--- src/rtl/fb_pipe_flush_ctrl.sv ---
`default_nettype none
// ============================================================================
// Module      : fb_pipe_flush_ctrl
// Description : Stall/flush sequencer for the 5-stage Firebird pipeline with
//               post-redirect mispredict shadow and saturating perf counters.
// Revision    : 1.0 - initial release
// ============================================================================
module fb_pipe_flush_ctrl #(
    parameter int SHADOW_CYCLES = 2,
    parameter int CNT_W         = 32
) (
    input  logic             clk,
    input  logic             rst,
    input  logic             mispredict,
    input  logic [31:0]      redirect_pc,
    input  logic             load_use_hazard,
    input  logic             dmem_busy,
    output logic             pc_we,
    output logic             ifid_we,
    output logic             idex_we,
    output logic             ifid_flush,
    output logic             idex_flush,
    output logic             exmem_flush,
    output logic             redirect_valid,
    output logic [31:0]      redirect_pc_o,
    output logic [CNT_W-1:0] mispredict_cnt,
    output logic [CNT_W-1:0] bubble_cnt
);

    typedef enum logic [0:0] {
        ST_RUN    = 1'b0,
        ST_SHADOW = 1'b1
    } state_t;

    localparam logic [1:0]       c_shadow_init = 2'(SHADOW_CYCLES);
    localparam logic [CNT_W-1:0] c_cnt_max     = '1;

    state_t           r_state;
    logic [1:0]       r_shadow_cnt;
    logic [CNT_W-1:0] r_mispredict_cnt;
    logic [CNT_W-1:0] r_bubble_cnt;

    logic w_accept;
    logic w_bubble;

    // Busy freezes everything, so a mispredict held across busy is taken once it drops.
    assign w_accept = !dmem_busy && mispredict && (r_state == ST_RUN);
    assign w_bubble = !dmem_busy && !w_accept && load_use_hazard;

    assign mispredict_cnt = r_mispredict_cnt;
    assign bubble_cnt     = r_bubble_cnt;

    always_comb begin
        pc_we          = 1'b1;
        ifid_we        = 1'b1;
        idex_we        = 1'b1;
        ifid_flush     = 1'b0;
        idex_flush     = 1'b0;
        exmem_flush    = 1'b0;
        redirect_valid = 1'b0;
        redirect_pc_o  = redirect_pc;
        if (rst) begin
            pc_we         = 1'b0;
            ifid_we       = 1'b0;
            idex_we       = 1'b0;
            ifid_flush    = 1'b1;
            idex_flush    = 1'b1;
            exmem_flush   = 1'b1;
            redirect_pc_o = 32'd0;
        end else if (dmem_busy) begin
            pc_we   = 1'b0;
            ifid_we = 1'b0;
            idex_we = 1'b0;
        end else if (w_accept) begin
            ifid_flush     = 1'b1;
            idex_flush     = 1'b1;
            exmem_flush    = 1'b1;
            redirect_valid = 1'b1;
        end else if (load_use_hazard) begin
            pc_we      = 1'b0;
            ifid_we    = 1'b0;
            idex_flush = 1'b1;
        end
    end

    always_ff @(posedge clk) begin
        if (rst) begin
            r_state          <= ST_RUN;
            r_shadow_cnt     <= 2'd0;
            r_mispredict_cnt <= '0;
            r_bubble_cnt     <= '0;
        end else if (!dmem_busy) begin
            if (w_accept) begin
                if (r_mispredict_cnt != c_cnt_max) begin
                    r_mispredict_cnt <= r_mispredict_cnt + 1'b1;
                end
                if (c_shadow_init != 2'd0) begin
                    r_state      <= ST_SHADOW;
                    r_shadow_cnt <= c_shadow_init;
                end
            end else if (r_state == ST_SHADOW) begin
                if (r_shadow_cnt <= 2'd1) begin
                    r_state      <= ST_RUN;
                    r_shadow_cnt <= 2'd0;
                end else begin
                    r_shadow_cnt <= r_shadow_cnt - 2'd1;
                end
            end
            if (w_bubble && (r_bubble_cnt != c_cnt_max)) begin
                r_bubble_cnt <= r_bubble_cnt + 1'b1;
            end
        end
    end

endmodule
`default_nettype wire

--- config.mk ---
export PLATFORM = sky130hd
export DESIGN_NAME = fb_pipe_flush_ctrl
export DESIGN_NICKNAME = d
export VERILOG_FILES = /design/src/rtl/fb_pipe_flush_ctrl.sv
export SDC_FILE = /design/constraint.sdc
export NUM_CORES = 1
export LEC_CHECK = 0
export ABC_AREA = 1
export CORE_MARGIN = 2
export CORE_UTILIZATION = 40
export DETAILED_ROUTE_END_ITERATION = 10
export PLACE_DENSITY = 0.73
export SYNTH_ARGS = -nofsm -noshare
export SYNTH_HDL_FRONTEND = slang
export SYNTH_SLANG_ARGS = --single-unit
--- constraint.sdc ---
create_clock -name clk -period 1.5 [get_ports clk]
set_input_delay 0.3 -clock clk [delete_from_list [all_inputs] [get_ports clk]]
set_output_delay 0.3 -clock clk [all_outputs]
set_load 0.1 [all_outputs]
## After elaboration in Yosys (flattened, before gate mapping)

Index checks and enable logic that the tools add are counted.

- Register bits: 67
- Output and inout port bits: 103
- Logic and storage cells: 44

- Add/sub/neg operators: 3
- Magnitude comparators: 1
- Equal/unequal tests: 2
- Mux-type cells: 21
- Bitwise logic cells: 2
- Reduce and logical (&&, ||, !) cells: 11

Operator list:

| operator | number |
|---|---|
| 32-bit by 1-bit adder with 32-bit output (second input constant) | 2 |
| 32-bit != test (second input constant) | 2 |
| 32-bit two-way mux | 1 |
| 1-bit two-way mux | 17 |
| 2-bit two-way mux | 3 |
| 1-bit logical AND | 5 |
| 2-bit AND reduction | 2 |
| 3-bit AND reduction | 1 |
| 2-bit by 1-bit <= comparator with 1-bit output (second input constant) | 1 |
| 1-bit logical NOT | 2 |
| 1-bit inverter | 2 |
| 2-bit nonzero test | 1 |
| 2-bit by 1-bit subtractor with 2-bit output (second input constant) | 1 |

## Longest topological paths before layout

- Word-level depth: 8
- Depth in mapped cells: 11
- Gate-level depth less buffers: 11

## Worst setup path before layout

No wires, ideal clock.

- Path kind: input -> output
- Start: input port dmem_busy
- End: output port pc_we
- Arrival time: 4,521 ps
- Path slack: -3,321 ps
- Stages: 3
- Path buffers: 1
- Cells stage by stage: nor2_1 a21boi_0 buf_4

- Word-level cells in the longest chain between the ends: 6

Ends and longest elaborated chain:

| what | line | source |
|---|---|---|
| start, declared | 17 | `input logic dmem_busy,` |
| 1-bit logical NOT | n/a |  |
| 1-bit logical AND (2 in series) | 47 | `assign w_accept = !dmem_busy && mispredict && (r_state == ST_RUN);` |
| 1-bit two-way mux | n/a |  |
| 1-bit two-way mux * (2 in series) | n/a |  |
| end, declared | 18 | `output logic pc_we,` |

Every way passes the cells marked *; elsewhere a longest branch is shown, timed or not.

## Worst setup path in the final report

- Start: register r_state
- End: register r_bubble_cnt[24], in the netlist bubble_cnt[24]

- Word-level cells in the longest chain between the ends: 7

Ends and longest elaborated chain:

| what | line | source |
|---|---|---|
| start, declared | 38 | `state_t r_state;` |
| start signal, assigned | 88 | `r_state <= ST_RUN;` |
| start signal, assigned | 98 | `r_state <= ST_SHADOW;` |
| start signal, assigned | 103 | `r_state <= ST_RUN;` |
| 1-bit inverter | 47 |  |
| 1-bit logical AND | 47 |  |
| 1-bit logical NOT | 48 | `assign w_bubble = !dmem_busy && !w_accept && load_use_hazard;` |
| 1-bit logical AND (2 in series) | 48 |  |
| 1-bit logical AND | 109 | `if (w_bubble && (r_bubble_cnt != c_cnt_max)) begin` |
| 2-bit AND reduction (no line) | n/a |  |
| end signal, assigned | 110 | `r_bubble_cnt <= r_bubble_cnt + 1'b1;` |
| end, declared | 41 | `logic [CNT_W-1:0] r_bubble_cnt;` |

Every way passes these cells.
A chain may end at the register's enable or synchronous reset.

==> results.md <==
- For this run the aggregate overflow at the end of global routing stands at 0.
- The H-tree generated during clock tree synthesis spans 3 levels.
- The clock root buffer is sky130_fd_sc_hd__clkbuf_16.
- The share of synthesized area occupied by flip-flops and latches is 29.7%.
- The synthesized area per cell is 5.86 sq um.
- The worst reg-to-reg setup slack is -420 ps.
- In this run the power density over the cells is 573 nW/um^2.
- The slowest stage of the critical path belongs to the cell sky130_fd_sc_hd__nor2_1.
- The largest fanout on the critical path is 5.
- After detailed routing, the average wire length per cell comes to 20.0 um.
- The total clock buffers created by CTS is 9.
- The cell depth of the worst flop-to-flop path is 10.
- The buffer depth of the longest clock path is 2.
- The longest individual stage delay on the worst path is 350 ps.
- The minimum period implied by the final worst setup slack is 1920 ps.
- The nature of the critical path startpoint is a flip-flop.
- The congestion estimate from routability-driven global placement came to 0.945.
- The path with the worst hold slack has its endpoint at r_shadow_cnt[0].
- The die is 110 um tall.
- The first-pass GRT wire length is 27.7 mm.
- The total negative slack is -12250 ps.
- Leaving out fill and tap cells, the most frequent cells in the layout are sky130_fd_sc_hd__nand2_1 (174), sky130_fd_sc_hd__nor2_1 (110), sky130_fd_sc_hd__buf_12 (110).
- The number of antenna violations at the first check in global routing came to 0.
- Derived from the worst setup path, the maximum achievable clock frequency is 520 MHz.
- The synthesis-to-finish area growth is 117%.
- The post-synthesis sequential element count is 67.
- The wire-length estimate of the detail-placed layout is 12.7 mm.
- The total die area is 12200 sq um.
- The combined buffer and inverter count along the critical path is 3.
- The share of post-route cells with drive strength above 1 is 53.4%.
- The routed wire length is 23.6 mm.
- TritonCTS built the clock tree.
- Max-cap violations in this run came to 0.
- Setup violations remaining at the end of the flow were counted as 70.
- The final count of pins violating max slew is 0.
- The instance count after placement with tap cells included is 1129.
- The tightest min-delay check is of the in -> reg type.
- Clock-pin slew was measured on the worst setup and hold paths at 70 ps.
- The first-pass iteration count of the detailed router is 5.
- The slew at the pin with the worst max-slew slack is 397 ps.
- Measured against its own limit, the worst slew margin works out to 73.2%.
- The hold violation total from the final report is 0.
- For the worst setup path, the data arrival time is 2140 ps.
- Across the routed clock network, the largest skew measured is 15.3 ps.
- The number of global-route vias before repair came to 5968.
- The synthesized instance count is 771.
- The startpoint of the lowest-slack register-to-register path is r_state.
- The count of boundary I/O pins is 140.
- The number of design-rule violations left by the first detailed-router iteration is 645.
- The effective utilization at floorplan is 41.4%.
- The cell depth of the worst min-delay path is 3.
- The count of buffers from port buffering is 139.
- The mapped cell area is 4520 sq um.
- The cell family with the largest share of critical-path delay is simple AND/OR/NAND/NOR gates.
- Counting every sink on the clock net gives 67.
- The count of different cell masters after synthesis is 30.
- The detail route stage leaves a number of antenna-violating nets equal to 0.
- The core region is 10900 sq um.
- The maximum number of pins on one net before global-route repair is 31.
- The filler-free cell count of the finished design is 1179.
- 0 antenna diodes ended up in the layout.
- In this run the most critical hold path is launched from rst.
- The routed layout has 6809 vias.
- The final reports fail on setup timing.
- For this run, design rule violations remaining after detail routing come to 0.
- The type of the worst setup path is reg -> reg.
- The flow ran to the end, but the final reports show violations.
- Using the TritonRoute via totals, the vias-per-cell ratio works out to 5.78.
- Global routing used 29.0% of the available tracks across all layers.
- IR analysis of the VDD net gives a maximum drop of 0.580 mV.
- Once routing completed, OpenROAD measured the worst setup slack at -422 ps.
- The endpoint required time on the critical path is 1720 ps.
- Setup repair after global routing could not meet its margin everywhere.
- The critical path goes through nor2_2, nand2_2, buf_6, inv_8, nor2_4, buf_6, nand4_1, nand2_1, nand2_1, nor2_1.
- The number of standard-cell rows in the floorplan is 38.
- The final critical-path share of the clock period is 128%.
- The library cell used most frequently in the layout, excluding fill and tap cells, is sky130_fd_sc_hd__nand2_1.
- For the worst-skew pair, the clock arrives at the later sink with an insertion delay of 360 ps.
- The standby leakage power is 4.06 nW.
- The worst setup path is captured at a flip-flop.
- For this run, the number of Yosys warnings is 0.
- The number of nets in the synthesized netlist is 810.
- The final net count is 1073.
- The width of the chip is 110 um.
- The endpoint of the worst register-to-register path is bubble_cnt[24].
cells by family (layout without fill, tap and decap cells):
family	count (synthesis)	in the layout	share of synthesized area, %
AO/OA/AOI/OAI	52	52	6.70
XOR/XNOR	16	16	3.10
AND/OR/NAND/NOR	512	513	48.1
buffers and inverters	122	389	11.9
adder cells (fa/ha/maj)	2	2	0.553
flip-flops	67	67	29.7
timing repair:
action	CTS	global route
gates resized for setup	55	139
endpoints found under the setup margin	70	70
cloned	2	5
pin swaps	20	53
hold buffers	0	0
setup buffers	13	16
routing by layer:
metal	vias up	GRT usage (%)	routed length, um
li1	2891	-	-
met1	3113	32.9	7730
met2	598	51.1	11400
met3	207	5.53	2520
met4	0	15.4	1890
met5	-	0	0
report_power, final:
| part | switching [mW] | internal [mW] | total, mW | leakage, nW |
|---|---|---|---|---|
| sequential | 0.0288 | 1.72 | 1.75 | 0.588 |
| combinational | 0.984 | 0.583 | 1.57 | 3.31 |
| clock | 0.909 | 1.39 | 2.30 | 0.152 |
| total | 1.92 | 3.69 | 5.61 | 4.06 |
through the flow:
step / hold WS (ps) / power [mW] / setup WS (ps) / cell area, sq um / util [%]
global placement: 452 / 3.14 / -390 / 8450 / 77.2
global route: 432 / 5.72 / -468 / 9800 / 89.6
detailed placement: 484 / 3.16 / -471 / 8450 / 77.2
floorplan: 445 / 2.64 / -598 / 5280 / -
CTS: 403 / 5.39 / -180 / 9100 / 83.2
finish: 423 / 5.61 / -422 / 9800 / 89.6
worst max-delay path by stage:
stage | startpoint | end | slack (ps) | cells past startpoint
finish | r_state | bubble_cnt[24] | -420 | 10
CTS | r_state | pc_we | -180 | 5
global placement | dmem_busy | mispredict_cnt[31] | -390 | 10
floorplan | rst | pc_we | -600 | 3
global route | r_state | bubble_cnt[24] | -470 | 10
detailed placement | dmem_busy | bubble_cnt[11] | -470 | 9
cell type report:
type,count,area (sq um)
Multi-Input combinational cell,583,3690
Timing Repair Buffer,273,3640
Sequential cell,67,1550
Fill cell,444,1140
Inverter,97,400
Clock buffer,12,258
Tap cell,140,175
Clock inverter,4,46.3
Timing Repair inverter,3,42.5
Yosys cell counts (all sizes together):
master / instances / share of area [%]
nand4: 11 / 1.5
a21boi: 1 / 0.17
o21ai: 11 / 1.2
nand2: 241 / 21
xor2: 10 / 1.9
ha: 2 / 0.55
o211ai: 1 / 0.17
a21oi: 39 / 5.1
or2: 1 / 0.14
dfxtp: 67 / 30
buf: 19 / 3.3
xnor2: 6 / 1.2
nor2: 196 / 18
nand3: 55 / 6.4
and2: 1 / 0.14
clkbuf: 6 / 0.50
nor3: 7 / 0.89
inv: 97 / 8.1
state kept, by name, summed over array words and instances, names as in the netlist:
name / count
bubble_cnt: 32
mispredict_cnt: 32
r_state: 1
r_shadow_cnt: 2
tightest hold or removal path, stage by stage:
cell                      delay [ps]
sky130_fd_sc_hd__buf_4           130
sky130_fd_sc_hd__buf_4           220
sky130_fd_sc_hd__a21oi_1          60
Power figures use the tool's default switching activity.
